[config.mk]
export PLATFORM = sky130hd
export DESIGN_NAME = btb_update_queue
export DESIGN_NICKNAME = d
export VERILOG_FILES = /design/src/rtl/btb_update_queue.sv
export SDC_FILE = /design/constraint.sdc
export NUM_CORES = 1
export LEC_CHECK = 0
export ABC_AREA = 1
export BUFFER_PORTS_ARGS = -buffer_cell sky130_fd_sc_hd__buf_2
export CAP_MARGIN = 5
export CORE_AREA = 8 8 299 272
export CTS_CLUSTER_SIZE = 12
export DETAILED_ROUTE_END_ITERATION = 16
export DIE_AREA = 0 0 307 280
export MAX_ROUTING_LAYER = met4
export SYNTH_ARGS = -nofsm -noshare
export SYNTH_HDL_FRONTEND = slang
export SYNTH_SLANG_ARGS = --single-unit
[constraint.sdc]
create_clock -name clk -period 4.9 [get_ports clk]
set_clock_uncertainty 0.15 [all_clocks]
set_input_delay 0.49 -clock clk [delete_from_list [all_inputs] [get_ports clk]]
set_output_delay 0.49 -clock clk [all_outputs]
set_load 0.01 [all_outputs]
[src/rtl/btb_update_queue.sv]
// Coalescing FIFO between the commit stage and the single BTB write port.
// Taken branches are queued (one pending update per PC) and drained one per cycle.
module btb_update_queue #(
  parameter int DEPTH = 8,
  parameter int CNT_W = $clog2(DEPTH) + 1
) (
  input  logic             clk,
  input  logic             rst_n,
  input  logic             resolve_valid,
  output logic             resolve_ready,
  input  logic [31:0]      resolve_pc,
  input  logic [31:0]      resolve_target,
  input  logic             resolve_taken,
  output logic             btb_w_en,
  output logic [31:0]      btb_commit_pc,
  output logic [31:0]      btb_actual_target_addr,
  input  logic             btb_wr_ready,
  output logic [CNT_W-1:0] occupancy
);

  localparam int PTR_W = $clog2(DEPTH);

  // Handshakes: a resolve transfer happens on resolve_valid & resolve_ready;
  // a BTB write retires on btb_w_en & btb_wr_ready. Both sides use only
  // registered state to form their valid/ready, so there are no comb loops.

  logic [DEPTH-1:0] r_valid;
  logic [31:0]      r_pc  [DEPTH];
  logic [31:0]      r_tgt [DEPTH];
  logic [PTR_W-1:0] r_head;
  logic [PTR_W-1:0] r_tail;
  logic [CNT_W-1:0] r_count;

  logic             w_deq;
  logic             w_acc;
  logic             w_hit;
  logic [PTR_W-1:0] w_hit_idx;
  logic             w_alloc;

  assign resolve_ready = (r_count != CNT_W'(DEPTH));
  assign btb_w_en      = (r_count != '0);
  assign occupancy     = r_count;

  assign btb_commit_pc          = btb_w_en ? r_pc[r_head]  : 32'h0;
  assign btb_actual_target_addr = btb_w_en ? r_tgt[r_head] : 32'h0;

  assign w_deq = btb_w_en & btb_wr_ready;
  assign w_acc = resolve_valid & resolve_ready & resolve_taken;

  // A head entry that leaves this cycle must not absorb the new target,
  // otherwise the update would be lost with the retiring write.
  always_comb begin
    w_hit     = 1'b0;
    w_hit_idx = '0;
    for (int i = 0; i < DEPTH; i++) begin
      if (r_valid[i] && (r_pc[i] == resolve_pc) &&
          !(w_deq && (PTR_W'(i) == r_head))) begin
        w_hit     = 1'b1;
        w_hit_idx = PTR_W'(i);
      end
    end
  end

  assign w_alloc = w_acc & ~w_hit;

  always_ff @(posedge clk or negedge rst_n) begin
    if (!rst_n) begin
      r_valid <= '0;
      r_head  <= '0;
      r_tail  <= '0;
      r_count <= '0;
      for (int i = 0; i < DEPTH; i++) begin
        r_pc[i]  <= 32'h0;
        r_tgt[i] <= 32'h0;
      end
    end else begin
      if (w_deq) begin
        r_valid[r_head] <= 1'b0;
        r_head          <= r_head + PTR_W'(1);
      end
      if (w_acc && w_hit) begin
        r_tgt[w_hit_idx] <= resolve_target;
      end
      if (w_alloc) begin
        r_valid[r_tail] <= 1'b1;
        r_pc[r_tail]    <= resolve_pc;
        r_tgt[r_tail]   <= resolve_target;
        r_tail          <= r_tail + PTR_W'(1);
      end
      case ({w_alloc, w_deq})
        2'b10:   r_count <= r_count + CNT_W'(1);
        2'b01:   r_count <= r_count - CNT_W'(1);
        default: r_count <= r_count;
      endcase
    end
  end

  a_count_bound : assert property (@(posedge clk) disable iff (!rst_n)
    r_count <= CNT_W'(DEPTH));

endmodule

Word level (Yosys, flattened, before mapping)
Cells that the tools add are included.

storage, ports and cells
  bits in registers = 530
  output and inout port bits = 70
  logic and storage cells = 141

operators by class
  add/sub/neg operators = 4
  order comparisons = 9
  eq/ne operators = 18
  mux-type cells = 39
  bitwise logic cells = 11
  reduce and logical (&&, ||, !) cells = 40

operators with widths
  operator                                                                             number
  256-bit bitwise mux                                                                  3
  256-bit two-way mux                                                                  2
  32-bit == test                                                                       8
  32-bit two-way mux                                                                   8
  32-bit binary-select mux with 3-bit select                                           2
  32-bit demux with 3-bit select                                                       2
  1-bit logical AND                                                                    29
  3-bit two-way mux                                                                    6
  8-bit two-way mux                                                                    2
  3-bit == test, first input constant                                                  4
  4-bit greater-or-equal comparator, second input constant                             3
  3-bit inverter with 4-bit output                                                     3
  1-bit two-way mux                                                                    11
  8-bit bitwise AND                                                                    1
  1-bit logical NOT                                                                    8
  3-bit by 4-bit less-than comparator with 1-bit output, second input constant         2
  4-bit by 1-bit less-than comparator with 1-bit output, second input constant         2
  8-bit inverter                                                                       1
  8-bit OR                                                                             1
  4-bit case mux with 2 select lines                                                   1
  3-bit by 1-bit adder with 3-bit output, second input constant                        2
  1-bit demux with 3-bit select                                                        2
  2-bit by 3-bit == test with 1-bit output, first input constant                       2
  3-bit by 1-bit greater-or-equal comparator with 1-bit output, second input constant  2
  11 further kinds                                                                     14

Longest topological paths before layout
Gate-level depths: netlist (run 1).

  depth after elaboration = 21
  gate-level depth with buffers = 23
  gate-level depth less buffers = 21

Worst setup path before layout (run 1)
Ideal clock, no wire load.

  kind = reg2reg
  start = register r_head[0]
  end = register r_count[2], in the netlist occupancy[2]
  setup time = 0.065 ns
  arrival = 3.333 ns
  data required time = 4.685 ns
  path slack = 1.353 ns
  cell stages (with the launch flop) = 23
  path through = dfrtp_1 clkinv_1 clkbuf_1 clkbuf_1 ha_1 nand2_1 nand3b_1 nand4_1 nor2_1 nand2_1 nand2_1 nor2_4 nand3_4 nor2_8 buf_8 inv_1 ha_1 xor2_1 ha_1 a21oi_1 a21oi_1 o21ai_0 o21a_1

on the way
  cells in the longest elaborated chain, start to end = 16
  elaborated cells on any way between the ends = 46
  those cells by class = eq/ne: 9; mux: 9; bitwise: 2; reduce/logical: 26

ends and longest elaborated chain
  element                                                                           RTL line  text
  start: declaration                                                                30        logic [PTR_W-1:0] r_head;
  start signal: assignment                                                          79        r_head <= r_head + PTR_W'(1);
  3-bit logical NOT                                                                 57        !(w_deq && (PTR_W'(i) == r_head))) begin
  1-bit logical AND                                                                 57
  1-bit logical NOT                                                                 57
  1-bit logical AND                                                                 56        if (r_valid[i] && (r_pc[i] == resolve_pc) &&
  1-bit two-way mux (7 in series)                                                   56
  1-bit two-way mux (*)                                                             56
  1-bit inverter (*)                                                                64        assign w_alloc = w_acc & ~w_hit;
  1-bit bitwise AND (*)                                                             64
  2-bit by 1-bit == test with 1-bit output / 2-bit == test (equally long branches)  90        case ({w_alloc, w_deq})
  4-bit case mux with 2 select lines / 2-bit nonzero test (equally long branches)   n/a
  end signal: assignment                                                            91        2'b10: r_count <= r_count + CNT_W'(1);
  end signal: assignment                                                            92        2'b01: r_count <= r_count - CNT_W'(1);
  end signal: assignment                                                            93        default: r_count <= r_count;
  end: declaration                                                                  32        logic [CNT_W-1:0] r_count;

Every way passes the cells marked *; elsewhere a longest branch is shown, timed or not.
A chain may end at the register's enable or synchronous reset.

Worst setup path after layout (run 1)
  start = register r_head[0]
  end = output port btb_commit_pc[4]

on the way
  cells in the longest elaborated chain, start to end = 5

ends and longest elaborated chain
  element                                                 RTL line  text
  3-bit inverter with 4-bit output (implied by the code)  44        assign btb_commit_pc = btb_w_en ? r_pc[r_head] : 32'h0;
  32-bit binary-select mux with 3-bit select              44
  32-bit two-way mux (implied by the code) (2 in series)  44
  32-bit two-way mux                                      44
  end: declaration                                        15        output logic [31:0] btb_commit_pc,

Every way passes these cells. The select of a mux whose other input is x is not followed.

==> flow_metrics.tcl, run 1 <==
set metrics [dict create \
    fin_tns_setup_ns 0 \
    powerDensity_nw_per_um2 693 \
    post_cts_buffers 0 \
    syn_area_um2 28600 \
    drt_iter0_drc 3710 \
    wl_per_cell_um 22.4 \
    final_max_slew_viol_count 0 \
    cts_tree "done" \
    timing_hold_violations_final 0 \
    dr.pass1.iters 6 \
    path_max_fanout 88 \
    topRoutingLayerUsed "met4" \
    dp_hpwl_um 71600 \
    syn_avg_cell_area_um2 7.48 \
    synth_nets 3902 \
    ctsResizeCount 0 \
    ys_seq_area_frac 0.464 \
    start_util 0.373 \
    grtUsageTotal 0.255 \
    grt_pass1_wl_um 165000 \
    clk_pin_slew_ns 0.06 \
    final_common_cell "nand2_1" \
    layout_common_cells "1,146 x nand2_1, 558 x o21ai_0, 529 x dfrtp_1" \
    die_w_um 307 \
    synth_flop_cell "dfrtp_1" \
    cts_sinks 530 \
    synth_cell_type_count 38 \
    routabilityCongestion 1.02 \
    grt_setup_unrepaired "no" \
    endpoint_kind "output pin" \
    synth_edf_count 0 \
    dieArea_um2 86000 \
    synth_seq_cells 530 \
    leakage_nw 15.2 \
    vias 26800 \
    post_dp_cell_area_um2 29500 \
    min_path_type "in2reg" \
    setup_violations 0 \
    areaGrowthSynthToFinish_pct 11.3 \
    grt_pass1_vias 25100 \
    drt-met1-wl_um 48500 \
    cts_buffers 61 \
    met3_length_um 10700 \
    fin_util 0.415 \
    cap_viol_max_count 0 \
    fin_hold_ws_ns 0.0293 \
    avgViaCountPerCell 5.48 \
    outcome "completed" \
    crit_type "reg2out" \
    synthCells 3823 \
    yosysTopAreaCell "dfrtp_1" \
    synth_top_area_frac 0.464 \
    fin_crit_sh 0.902 \
    fin_area_um2 31800 \
    relSlewSlack 0.268 \
    grt_max_degree 200 \
    cp.required_ns 4.26 \
    portBuffers 138 \
    post-route-drc-count 0 \
    fmax_mhz 226 \
    die_h_um 280 \
    cp.arrival_ns 3.78 \
    grt_overflow 0 \
    core_area_um2 76700 \
    ioPinCount 139 \
    nets 3877 \
    synth_area_leaders "dfrtp_1 46%, nand2_1 15%, o21ai_0 9.8%, inv_1 4.0%, nand3_1 3.3%" \
    irDropWorstVdd_mv 0.458 \
    period_needed_ns 4.42 \
    synthArstFlopShare 1.00 \
    placementRows 97 \
    drive_above_1_share 0.0879 \
    cts_htree_levels 2 \
    start_kind "register" \
    ant_nets 0 \
    synth-warning-count 0 \
    clk_latency_ns 0.67 \
    antenna_found_initial 5 \
    worstMarginPinSlew_ns 1.10 \
    drt-total-wl_um 109000 \
    ctsLongestPathBuffers 3 \
    fill_cells 8012 \
    clock_tree.root_cell "clkbuf_16" \
    wl_met2_um 45900 \
]
==> timing repair <==
item	in CTS	in global routing
hold buffers	27	0
hold endpoints to repair	219	0
endpoints found under the setup margin	0	0
==> worst max-delay path: stages (launching register included) <==
cell and delay (ns):
dfrtp_4 0.70, buf_4 0.48, buf_4 0.79, o21ai_0 0.29
a41oi_1 0.63, buf_2 0.26
==> stage by stage <==
stage	power (W)	setup slack, ns	cells
2_1_floorplan	0.0135	1.35	3823
3_3_place_gp	0.0171	0.677	4747
3_5_place_dp	0.0173	0.743	4747
4_1_cts	0.0220	0.473	4883
5_1_grt	0.0235	0.301	4888
6_report	0.0221	0.478	4888
==> registers in the layout (all words and copies together) (netlist names) <==
signal,flops
r_pc,256
r_tgt,256
r_valid,8
occupancy,4
r_head,3
r_tail,3
==> kinds of logic (layout without fill, tap and decap cells) <==
logic type               after synthesis  after routing  synth area share
buffers and inverters                630            651            0.0986
AO/OA/AOI/OAI                        943            943             0.179
adder cells (fa/ha/maj)               10             10           0.00437
other                                  0              5                 0
flip-flops                           530            530             0.464
XOR/XNOR                              72             72            0.0220
AND/OR/NAND/NOR                     1638           1638             0.232
==> metal layers <==
metal	vias up	global-route usage
li1	12300	-
met1	12800	0.368
met2	1390	0.361
met3	250	0.0419
met4	0	0.0887
met5	-	-
==> synth_stat cells, types with 5 or more instances <==
| cell type | instances |
|---|---|
| o21ai_1 | 99 |
| inv_2 | 25 |
| o21ai_0 | 558 |
| nand4_1 | 24 |
| inv_1 | 302 |
| buf_4 | 42 |
| xor2_1 | 20 |
| buf_2 | 103 |
| nor2_1 | 247 |
| buf_1 | 17 |
| nand3_4 | 7 |
| a41oi_1 | 64 |
| a21oi_1 | 158 |
| nand3_1 | 189 |
| xnor2_1 | 52 |
| nand2_1 | 1146 |
| nand2_2 | 6 |
| o211ai_1 | 47 |
| a21boi_0 | 5 |
| clkbuf_1 | 118 |
| buf_6 | 21 |
| dfrtp_1 | 530 |
| ha_1 | 10 |
==> layout make-up <==
class                      count  area (µm²)  area share
antenna                        5        12.5    0.000393
clock buffer                  88        1790      0.0562
clock inverter                21         226     0.00711
inverter                     328        1240      0.0389
multi-input combinational   2663       12500       0.394
sequential                   530       13300       0.417
tap                         1039        1300      0.0408
timing repair buffer         214        1460      0.0460
==> worst paths after layout <==
check                                   start          endpoint  slack, ns  depth (start not counted)
setup / recovery                    r_head[0]  btb_commit_pc[4]       0.48                          5
hold / removal             resolve_target[10]        r_tgt[202]       0.03                          3
setup reg to reg                    r_head[0]        r_tgt[111]       0.91                         14
hold reg to reg                     r_pc[221]         r_pc[221]       0.34                          2
max in group asynchronous               rst_n        r_tgt[138]       3.19                          3
min in group asynchronous               rst_n          r_pc[85]       0.23                          2
==> report_power, final <==
| part | switching, W | total, W | internal, W | leakage [nW] |
|---|---|---|---|---|
| clock | 0.00196 | 0.00460 | 0.00264 | 1.00 |
| sequential | 0.00170 | 0.00818 | 0.00648 | 6.63 |
| combinational | 0.00621 | 0.00928 | 0.00306 | 7.54 |
| total | 0.00987 | 0.0221 | 0.0122 | 15.2 |
No activity file was read; power rests on OpenSTA's default activity.
==> run 2, diff against run 1 <==
--- a/config.mk
+++ b/config.mk
@@ -12,6 +12,7 @@
 export CTS_CLUSTER_SIZE = 12
 export DETAILED_ROUTE_END_ITERATION = 16
 export DIE_AREA = 0 0 307 280
+export GPL_TIMING_DRIVEN = 0
 export MAX_ROUTING_LAYER = met4
 export SYNTH_ARGS = -nofsm -noshare
 export SYNTH_HDL_FRONTEND = slang
==> run 2 against run 1 <==
The flow now finishes with violations (negative setup slack). Register-to-register slack worse by 0.79 ns. Critical path depth is 4 higher. Count of clock-buffer cells in the layout is 3 lower. Combinational power is 17% higher. Non-clock buffer count is 211 higher. Flip-flop and latch count stayed put. Sequential power is 2% higher. Largest cell class unchanged.
==> flow_metrics.tcl, run 2 (synthesized netlist as in run 1, its figures left out) <==
set metrics [dict create \
    min_path_type "in2async" \
    fin_hold_ws_ns 0.144 \
    ioPinCount 139 \
    antenna_found_initial 10 \
    grt_max_degree 118 \
    fill_cells 8120 \
    worstMarginPinSlew_ns 1.44 \
    placementRows 97 \
    drt-total-wl_um 149000 \
    grt_overflow 0 \
    stdcell_count 5100 \
    cts_htree_levels 2 \
    setup_violations 2 \
    largestRegisters "r_pc: 256 flops, r_tgt: 256 flops, r_valid: 8 flops" \
    p_int_w 0.0127 \
    dr.pass1.iters 9 \
    clk_pin_slew_ns 0.06 \
    netSwitchingFraction 0.479 \
    post-route-drc-count 0 \
    wl_per_cell_um 29.2 \
    dp_cells 4952 \
    fin_crit_sh 1.01 \
    p_sw_w 0.0116 \
    worst_slack_ns -0.0554 \
    die_h_um 280 \
    grt_pass1_wl_um 209000 \
    drive_above_1_share 0.102 \
    timing_hold_violations_final 0 \
    areaGrowthSynthToFinish_pct 15.6 \
    regArea_um2 13300 \
    cts_tree "done" \
    cts_sinks 530 \
    vias 29400 \
    crit_type "reg2out" \
    power_frac_comb 0.450 \
    start_kind "register" \
    cap_viol_max_count 0 \
    rr_startpoint "r_head[0]" \
    dp_hpwl_um 112000 \
    portBuffers 83 \
    layout_common_cells "1,146 x nand2_1, 558 x o21ai_0, 529 x dfrtp_1" \
    drt_iter0_drc 4141 \
    cp_common_cell "clkbuf_1" \
    path_cells "clkbuf_1 -> nor2_1 -> inv_1 -> clkbuf_1 -> clkbuf_1 -> a21oi_1 -> o21ai_0 -> a41oi_1 -> buf_2" \
    outcome "finished, violations left" \
    path_max_fanout 10 \
    clock_tree.root_cell "clkbuf_16" \
    powerDensity_nw_per_um2 736 \
    irDropWorstVdd_mv 0.370 \
    fmax_mhz 202 \
    cp.required_ns 4.26 \
    routabilityCongestion 1.07 \
    post_cts_buffers 0 \
    grtUsageTotal 0.347 \
    relSlewSlack 0.0407 \
    cp.arrival_ns 4.32 \
    period_needed_ns 4.96 \
    multi_input_area_um2 12500 \
    avgViaCountPerCell 5.77 \
    dieArea_um2 86000 \
    violations "negative setup slack" \
    nets 4087 \
    p_clk_frac 0.207 \
    seq_power_share 0.343 \
    endpoint_kind "output pin" \
    core_area_um2 76700 \
    ctsLongestPathBuffers 3 \
    grt_pass1_vias 27300 \
    grt_setup_unrepaired "no" \
    start_util 0.373 \
    final_common_cell "nand2_1" \
    final_max_slew_viol_count 0 \
    cts_buffers 60 \
    leakage_nw 15.8 \
    ant_nets 0 \
    slowest_stage "clkbuf_1" \
    clk_latency_ns 0.68 \
    critPathMaxStageDelay_ns 1.12 \
    die_w_um 307 \
    cp-startpoint "r_head[2]" \
]
-- run 2: worst paths after layout --
check,endpoint,slack [ns],cells after the start
setup / recovery,btb_commit_pc[31],-0.06,9
hold / removal,r_pc[20],0.14,2
setup reg to reg,r_pc[252],0.12,18
hold reg to reg,r_pc[150],0.34,2
max in group asynchronous,r_tgt[212],2.62,5
min in group clk,r_pc[190],0.17,3
-- run 2: layout make-up --
type | instances | share of cell area
Antenna cell | 5 | 0.000379
Buffer | 302 | 0.0486
Clock buffer | 85 | 0.0528
Clock inverter | 25 | 0.0134
Inverter | 328 | 0.0373
Multi-Input combinational cell | 2663 | 0.379
Sequential cell | 530 | 0.401
Tap cell | 1039 | 0.0393
Timing Repair Buffer | 123 | 0.0279
-- run 2: critical path: cells and delay by family, from the launching register on --
kind                   cells  cell delay (ns)
buffers and inverters      5             2.53
AO/OA/AOI/OAI              3             0.66
flip-flops                 1             0.35
AND/OR/NAND/NOR            1             0.10
-- run 2: stage by stage --
step | power, W | setup WS (ns) | util | cell area, µm² | TNS [ns]
6_report | 0.0243 | -0.0554 | 0.431 | 33100 | -0.0968
5_1_grt | 0.0253 | 0.0420 | 0.431 | 33100 | 0
4_1_cts | 0.0239 | 0.0591 | 0.430 | 33000 | 0
3_5_place_dp | 0.0188 | -0.781 | 0.398 | 30500 | -237.88
3_3_place_gp | 0.0186 | -8.69 | 0.395 | 30300 | -4779.41
2_1_floorplan | 0.0135 | 1.35 | - | 28600 | 0
-- run 2: routing by layer --
| layer | track usage | wire (µm) | up-vias |
|---|---|---|---|
| met5 | - | 0 | - |
| met4 | 0.120 | 5800 | 0 |
| met3 | 0.0772 | 16000 | 272 |
| met2 | 0.470 | 60400 | 1751 |
| met1 | 0.505 | 66900 | 14600 |
| li1 | - | - | 12800 |
-- run 2: timing repair --
item / CTS / global route
setup endpoints to repair: 525 / 91
gates resized for setup: 5 / 12
hold endpoints to repair: 275 / 0
hold buffers: 33 / 0
-- run 2: power groups by stage --
stage / Sequential [W] / Clock (W) / Combinational, W
floorplan: 0.00753 / 0 / 0.00599
global placement: 0.00824 / 0 / 0.0104
detailed placement: 0.00825 / 0 / 0.0105
CTS: 0.00821 / 0.00505 / 0.0106
global route: 0.00850 / 0.00521 / 0.0116
finish: 0.00833 / 0.00504 / 0.0109
